File: src/rtl/guess_input_ctrl.sv
// Button front end for the up/down guessing game: debounce, candidate stepping,
// LFSR secret draw and guess triggering. Optional macro: GUESS_ATTEMPT_LIMIT_EN.

module guess_btn_debounce #(
   parameter int DEBOUNCE_CYCLES = 4
) (
   input  logic clk,
   input  logic rst_n,
   input  logic i_raw,
   output logic o_press
);
   localparam int CW = (DEBOUNCE_CYCLES < 2) ? 1 : $clog2(DEBOUNCE_CYCLES + 1);

   logic          r_sync1;
   logic          r_sync2;
   logic          r_level;
   logic          r_level_d;
   logic          r_press;
   logic [CW-1:0] r_cnt;

   always_ff @(posedge clk or negedge rst_n) begin
      if (!rst_n) begin
         r_sync1   <= 1'b0;
         r_sync2   <= 1'b0;
         r_level   <= 1'b0;
         r_level_d <= 1'b0;
         r_press   <= 1'b0;
         r_cnt     <= '0;
      end else begin
         r_sync1 <= i_raw;
         r_sync2 <= r_sync1;
         // Counter only runs while the synchronised sample disagrees with the level
         if (r_sync2 == r_level) begin
            r_cnt <= '0;
         end else if (r_cnt == CW'(DEBOUNCE_CYCLES - 1)) begin
            r_level <= r_sync2;
            r_cnt   <= '0;
         end else begin
            r_cnt <= r_cnt + CW'(1);
         end
         r_level_d <= r_level;
         r_press   <= r_level & ~r_level_d;
      end
   end

   assign o_press = r_press;
endmodule

module guess_input_ctrl #(
   parameter int         MAX_NUM         = 99,
   parameter int         DEBOUNCE_CYCLES = 4,
   parameter logic [6:0] LFSR_SEED       = 7'h5A,
   parameter int         MAX_ATTEMPTS    = 7
) (
   input  logic       clk,
   input  logic       reset,
   input  logic       btn_up,
   input  logic       btn_down,
   input  logic       btn_enter,
   input  logic       btn_new,
   output logic [6:0] user_number,
   output logic [6:0] actual_number,
   output logic       guess_trigger,
   output logic [3:0] attempt_count,
   output logic       game_active
);
   localparam logic [6:0] MAXV = 7'(MAX_NUM);
   localparam logic [6:0] SPAN = 7'(MAX_NUM + 1);

   if (MAX_NUM < 63 || MAX_NUM > 127) begin : g_bad_max_num
      $error("MAX_NUM must lie in 63..127");
   end
   if (DEBOUNCE_CYCLES < 1) begin : g_bad_debounce
      $error("DEBOUNCE_CYCLES must be at least 1");
   end
   if (LFSR_SEED == 7'h00) begin : g_bad_seed
      $error("LFSR_SEED must be nonzero");
   end
   if (MAX_ATTEMPTS < 1 || MAX_ATTEMPTS > 15) begin : g_bad_attempts
      $error("MAX_ATTEMPTS must lie in 1..15");
   end

   typedef enum logic {S_IDLE = 1'b0, S_PLAY = 1'b1} state_t;

   // Button order: 0 up, 1 down, 2 enter, 3 new
   logic [3:0] w_raw;
   logic [3:0] w_press;
   assign w_raw = {btn_new, btn_enter, btn_down, btn_up};

   for (genvar g = 0; g < 4; g++) begin : g_btn
      guess_btn_debounce #(.DEBOUNCE_CYCLES(DEBOUNCE_CYCLES)) u_deb (
         .clk    (clk),
         .rst_n  (reset),
         .i_raw  (w_raw[g]),
         .o_press(w_press[g])
      );
   end

   state_t     r_state, w_state_nxt;
   logic [6:0] r_lfsr;
   logic [6:0] r_user, w_user_nxt;
   logic [6:0] r_actual, w_actual_nxt;
   logic [3:0] r_count, w_count_nxt;
   logic       r_trig, w_trig_nxt;
   logic [6:0] w_lfsr_red;
   logic [3:0] w_count_inc;

   // One subtract suffices because MAX_NUM >= 63 keeps the 7-bit value below 2*(MAX_NUM+1)
   assign w_lfsr_red  = (r_lfsr > MAXV) ? (r_lfsr - SPAN) : r_lfsr;
   assign w_count_inc = (r_count == 4'hF) ? 4'hF : (r_count + 4'd1);

   always_ff @(posedge clk or negedge reset) begin
      if (!reset) begin
         r_state  <= S_IDLE;
         r_lfsr   <= LFSR_SEED;
         r_user   <= '0;
         r_actual <= '0;
         r_count  <= '0;
         r_trig   <= 1'b0;
      end else begin
         r_state  <= w_state_nxt;
         r_lfsr   <= {r_lfsr[5:0], r_lfsr[6] ^ r_lfsr[5]};
         r_user   <= w_user_nxt;
         r_actual <= w_actual_nxt;
         r_count  <= w_count_nxt;
         r_trig   <= w_trig_nxt;
      end
   end

   always_comb begin
      w_state_nxt  = r_state;
      w_user_nxt   = r_user;
      w_actual_nxt = r_actual;
      w_count_nxt  = r_count;
      w_trig_nxt   = 1'b0;
      if (w_press[3]) begin
         w_state_nxt  = S_PLAY;
         w_actual_nxt = w_lfsr_red;
         w_count_nxt  = '0;
         w_user_nxt   = '0;
      end else if (w_press[2] && (r_state == S_PLAY)) begin
         w_trig_nxt  = 1'b1;
         w_count_nxt = w_count_inc;
`ifdef GUESS_ATTEMPT_LIMIT_EN
         if (w_count_inc >= 4'(MAX_ATTEMPTS)) begin
            w_state_nxt = S_IDLE;
         end
`endif
      end else if (w_press[0] && !w_press[1]) begin
         w_user_nxt = (r_user == MAXV) ? 7'd0 : (r_user + 7'd1);
      end else if (w_press[1] && !w_press[0]) begin
         w_user_nxt = (r_user == 7'd0) ? MAXV : (r_user - 7'd1);
      end
   end

   assign user_number   = r_user;
   assign actual_number = r_actual;
   assign guess_trigger = r_trig;
   assign attempt_count = r_count;
   assign game_active   = (r_state == S_PLAY);
endmodule

File: config.mk
export PLATFORM = sky130hd
export DESIGN_NAME = guess_input_ctrl
export DESIGN_NICKNAME = d
export VERILOG_FILES = /design/src/rtl/guess_input_ctrl.sv
export SDC_FILE = /design/constraint.sdc
export NUM_CORES = 1
export LEC_CHECK = 0
export ABC_AREA = 1
export BUFFER_PORTS_ARGS = -buffer_cell sky130_fd_sc_hd__buf_4
export CORE_MARGIN = 1.5
export CORE_UTILIZATION = 63
export CTS_CLUSTER_DIAMETER = 30
export CTS_CLUSTER_SIZE = 8
export DETAILED_ROUTE_END_ITERATION = 8
export PLACE_DENSITY = 0.9
export SETUP_SLACK_MARGIN = 0.15
export SLEW_MARGIN = 20
export SYNTH_ARGS = -nofsm -noshare
export SYNTH_HDL_FRONTEND = slang
export SYNTH_SLANG_ARGS = --single-unit
export TNS_END_PERCENT = 10
File: constraint.sdc
create_clock -name clk -period 4.08 [get_ports clk]
set_input_delay 0.204 -clock clk [delete_from_list [all_inputs] [get_ports clk]]
set_output_delay 0.204 -clock clk [all_outputs]
set_load 0.03 [all_outputs]
==> results of run 1 <==
[cell usage after synthesis, types with 2 or more instances]
master	count	share of area (%)
o21ai_0	4	0.72
nand3_2	2	0.72
ha_1	11	5.0
nand3_1	26	4.7
buf_6	4	1.6
nand2_1	99	13
inv_1	35	4.8
nand4_1	6	1.4
nor3_1	6	1.1
inv_2	4	0.54
dfstp_2	4	3.8
dfrtp_1	55	50
nor2_1	20	2.7
o21ai_1	5	0.91
nand2_2	5	1.1
nor3b_1	3	0.81
a21oi_1	5	0.91
xnor2_1	5	1.6
nor2_2	5	1.1
[per-stage QoR]
| stage | hold WS [ns] | area, um2 |
|---|---|---|
| finish | 0.3453 | 3168 |
| global route | 0.3614 | 3168 |
| CTS | 0.3496 | 3168 |
| detailed placement | 0.3070 | 2957 |
| global placement | 0.2999 | 2957 |
| floorplan | -0.09159 | 2764 |
[critical path, delay by kind of cell (launching register included)]
kind	cells	cell delay [ns]
and+or+nand+nor	5	0.49
DFF	1	0.46
adders and majority gates	1	0.17
AOI/OAI and AO/OA	1	0.08
buffers and inverters	2	0.25
[metal layers]
layer	up-vias	global-route usage (%)
met5	-	0
met4	0	11.55
met3	15	7.994
met2	83	38.03
met1	1006	31.13
li1	1054	-
[registers in the layout, indices dropped and copies added, names as in the netlist]
| signal | cells |
|---|---|
| g_btn.u_deb.r_level_d | 4 |
| actual_number | 7 |
| game_active | 1 |
| g_btn.u_deb.o_press | 4 |
| g_btn.u_deb.r_level | 4 |
| r_lfsr | 7 |
| g_btn.u_deb.r_sync1 | 4 |
| g_btn.u_deb.r_sync2 | 4 |
| user_number | 7 |
| guess_trigger | 1 |
| attempt_count | 4 |
| g_btn.u_deb.r_cnt | 12 |
[cells by family after synthesis]
group	count (synthesis)
adders and majority gates	11
xor gates and xnor gates	6
buffers and inverters	45
and+or+nand+nor	177
AOI/OAI and AO/OA	15
DFF	59
[power by group through the flow]
stage | sequential (mW) | combinational [mW] | clock [mW]
finish | 0.866 | 0.817 | 0.445
global route | 0.884 | 0.917 | 0.487
CTS | 0.865 | 0.815 | 0.452
detailed placement | 0.875 | 0.796 | 0
global placement | 0.860 | 0.763 | 0
floorplan | 0.887 | 0.589 | 0
[what timing repair did]
action | in CTS | in global routing
setup buffers | 0 | 0
hold buffers | 5 | 0
endpoints found under the hold margin | 59 | 0
[layout make-up]
cell class	count	area, um2
flip-flops and latches	59	1481
multi-input cells	209	1079
fillers	293	947.2
repair buffers	30	237.7
clock buffers	13	148.9
inverters	39	146.4
well taps	50	62.56
clock inverters	2	12.51
[how the worst max path moves through the flow]
stage,from,endpoint,slack (ns)
floorplan,user_number[0],user_number[6],2.55
global placement,r_lfsr[3],actual_number[6],2.65
detailed placement,user_number[0],user_number[2],2.55
CTS,user_number[0],user_number[2],2.54
global route,user_number[0],user_number[2],2.37
finish,user_number[0],user_number[2],2.52
==> flow_summary.toml, run 1 <==
[yosys]
synth_top_family_by_area = "simple AND/OR/NAND/NOR gates"
muxShareOfSynthArea_pct = 0
synth_warnings = 0
synth_cell_type_count = 28
synth_edf_count = 0
yosys.area_share.adder_pct = 4.980
yosysSeqAreaShare_pct = 53.60
synth.cell_area_um2 = 2764
synthXorXnorAreaFrac_pct = 1.901
syn-num-nets = 330
ys_ff_latch = 59
synthFlopType = "dfrtp_1"
async_flop_share_pct = 100.0
avgSynthCellArea_um2 = 8.830
synth_compound_area_share_pct = 2.761
syn_inst = 313
yosys.area_share.simple_pct = 29.38

[die]
pin_count = 26
fp.dieH_um = 69.24
num_rows = 23
core_region_area_um2 = 4115
die_x_um = 69.24
start_util_pct = 67.16
dieArea_um2 = 4793

[power]
p_total_mw = 2.128
comb_power_share_pct = 38.4
ir_drop_uv = 472.7
p_per_area_nw_per_um2 = 671.7
p_clk_share_pct = 20.9
p_leak_nw = 1.660
swShare_pct = 41.25
pwr-share-seq_pct = 40.7
switchingPower_uw = 877.7
p_int_mw = 1.250

[timing]
finalHoldViolations = 0
rsz0062_at_grt = "false"
setup_viol = 0
setup_slack_ns = 2.517
setup_tns_ns = 0
skew_ns = 0.005349
drv_slew = 0
tightest_slew_ns = 0.7064
min_period_ns = 1.563
slew_headroom_pct = 52.91
fin_crit_sh_pct = 38.32
max_freq_ghz = 0.6396

[finish]
layout_common_cells = "nand2_1, dfrtp_1, inv_1"
final_util_pct = 76.98
fin_nets = 365
fin_cells = 402
diodes = 0
syn2layout_area_growth_pct = 14.62
final_common_cell = "nand2_1"
drive_gt1_share_pct = 17.33

[cts]
path_clk_slew_ns = 0.06
cts_buffer_depth = 2
clock-root-buffer = "clkbuf_8"
clk_latency_ns = 0.33
cts_sinks = 59
cts_tree = "yes"
cts_resized = 0
h-tree-depth = 3
cts_buffers = 9

[setup_path]
max_stage_delay_ns = 0.46
r2r-start = "user_number[0]"
start_kind = "flop"
critical_path_peak_fanout = 7
r2r_setup_slack_ns = 2.52
worstRegToRegCells = 9
path_class = "reg2reg"
reg2reg_to = "user_number[2]"
path_cells = "inv_1 -> ha_1 -> inv_1 -> nor2_1 -> nand3_4 -> nand2_2 -> o21ai_0 -> nand2_1 -> nand2_1"
end_kind = "flop"
worstPathRequired_ns = 4.30
crit_arrival_ns = 1.79
slowest_stage = "dfrtp_1"

[place]
place_inst = 382
globalplace.congestion = 0.9312
io_buffer_count = 25
dp_hpwl_um = 3420
dpl_worst_slack_ns = 2.545

[routing]
drt_iter0_markers = 208
ant_nets = 0
num_vias = 2158
met1_length_um = 2163
wl_per_cell_um = 12.84
top_layer_used = "met4"
drc_errors = 0
wl_met3_um = 327
first_pass_iters = 4
dr_wl_met2_um = 2549
wl_um = 5163
vias_per_cell = 5.368

[global_routing]
grt_max_degree = 60
grt_pass1_wl_um = 9225
groute.usage.overall_pct = 24.46
antenna_found_initial = 0
grt.overflow.total = 0
first_global_vias = 2050

[min_path]
min_to = "g_btn[1].u_deb.r_sync2"
whs_path_depth = 0
hp-start = "g_btn[1].u_deb.r_sync1"
hp-class = "reg2reg"

[outcome]
outcome = "finished, final reports clean"

[run]
maxCapViolCount = 0
No activity file was read; power rests on OpenSTA's default activity.
==> inputs of run 2 (changes only) <==
Settings changed: CORE_UTILIZATION 63 to 58, PLACE_DENSITY 0.9 to 0.84.
Clock period 4.08 ns to 1.56 ns, I/O delays scaled along.
==> flow_summary.toml, run 2 (synthesis results as in run 1) <==
[timing]
setup_tns_ns = 0
finalHoldViolations = 0
worst_hold_slack_ns = 0.2291
fin_crit_sh_pct = 92.20
slew_headroom_pct = 68.46
setup_slack_ns = 0.1217
skew_ns = 0.007304
rsz0062_at_grt = "true"
max_freq_ghz = 0.6953
tightest_slew_ns = 0.4730
min_period_ns = 1.438
setup_viol = 0
drv_slew = 0

[finish]
fin_nets = 377
largest_reg_flops = 12
syn2layout_area_growth_pct = 22.82
fill_cells = 302
final_common_cell = "nand2_1"
ff_latch_area_um2 = 1486
final_cell_area_um2 = 3395
max_flop_register = "g_btn.u_deb.r_cnt"
multi_input_comb_area_um2 = 1194
layout_common_cells = "nand2_1, dfrtp_1, buf_4"
diodes = 0
drive_gt1_share_pct = 26.65

[cts]
cts_buffers = 9
clk_latency_ns = 0.33
cts_tree = "yes"
cts_sinks = 59
clock-root-buffer = "clkbuf_8"
h-tree-depth = 3
cts_buffer_depth = 2
path_clk_slew_ns = 0.06

[routing]
wl_per_cell_um = 13.05
num_vias = 2271
ant_nets = 0
vias_per_cell = 5.459
first_pass_iters = 4
drc_errors = 0
drt_iter0_markers = 219
wl_um = 5430

[setup_path]
worstRegToRegCells = 10
start_kind = "flop"
worstPathRequired_ns = 1.78
critical_path_peak_fanout = 5
crit_arrival_ns = 1.66
end_kind = "flop"
path_class = "reg2reg"

[global_routing]
groute.usage.overall_pct = 22.18
grt_max_degree = 34
antenna_found_initial = 0
grt.overflow.total = 0
grt_pass1_wl_um = 8928
first_global_vias = 2080

[place]
globalplace.congestion = 0.8829
io_buffer_count = 25
dpl_worst_slack_ns = 0.05159
placed_area_um2 = 3004
dp_hpwl_um = 3326

[die]
start_util_pct = 61.77
dieArea_um2 = 5188
die_x_um = 72.03
num_rows = 24
core_region_area_um2 = 4474
fp.dieH_um = 72.03
pin_count = 26

[min_path]
hp-class = "in2async"

[power]
p_leak_nw = 1.732
ir_drop_uv = 1037
p_per_area_nw_per_um2 = 1716

[run]
maxCapViolCount = 0

[outcome]
outcome = "finished, final reports clean"
## run 2: changes by cell type in the layout (fill, tap and decap cells not counted), sizes merged
cell      change
clkbuf        -1
clkinvlp      -1
clkinv        +2
buf          +12
## run 2: area by class of cell
class,instances,area share [%]
flip-flops and latches,59,43.79
multi-input cells,209,35.16
repair buffers,42,10.03
inverters,39,4.386
clock buffers,12,4.276
well taps,52,1.917
clock inverters,3,0.4423
## run 2: worst max-delay path, cell delays in order (launching register included)
cell and delay [ns]:
dfstp_2 0.54, inv_2 0.06, ha_4 0.17, nand2_4 0.08, inv_2 0.05, nand2_4 0.07
nand3_4 0.09, nand2_2 0.09, nand2_2 0.06, nand2_1 0.07, nand2_1 0.06
## run 2: metal layers
| layer | track usage (%) | vias to the layer above | routed length (um) |
|---|---|---|---|
| met2 | 33.85 | 89 | 2610 |
| met1 | 29.03 | 1090 | 2374 |
| met5 | 0 | - | 0 |
| met3 | 6.389 | 11 | 354 |
| li1 | - | 1081 | - |
| met4 | 11.53 | 0 | 91 |
## run 2: stage by stage
stage	utilization, %	total power [mW]	cells
6_report	75.87	5.826	416
4_1_cts	72.51	5.564	410
3_3_place_gp	67.14	4.289	388
2_1_floorplan	-	3.868	313
3_5_place_dp	67.14	4.379	388
5_1_grt	75.87	6.263	416
## run 2: path summary, 6_finish.rpt
check	start	end	slack, ns
min reg2reg	g_btn[3].u_deb.r_sync1	g_btn[3].u_deb.r_sync2	0.35
min	reset	actual_number[5]	0.23
max in group asynchronous	reset	r_lfsr[1]	0.77
max	r_lfsr[3]	actual_number[4]	0.12
max reg2reg	r_lfsr[3]	actual_number[4]	0.12
min in group clk	g_btn[3].u_deb.r_sync1	g_btn[3].u_deb.r_sync2	0.35
## run 2: repair_timing
item,in CTS,in global routing
hold buffers,5,0
hold endpoints to repair,36,0
setup endpoints to repair,7,11
resized for setup,5,26
buffers inserted,2,6
pin swaps,3,10
## run 2: report_power, final
group          total, mW  switching (mW)  internal, mW
clock network       1.15           0.549         0.603
registers           2.27           0.377          1.89
logic               2.40            1.46         0.947
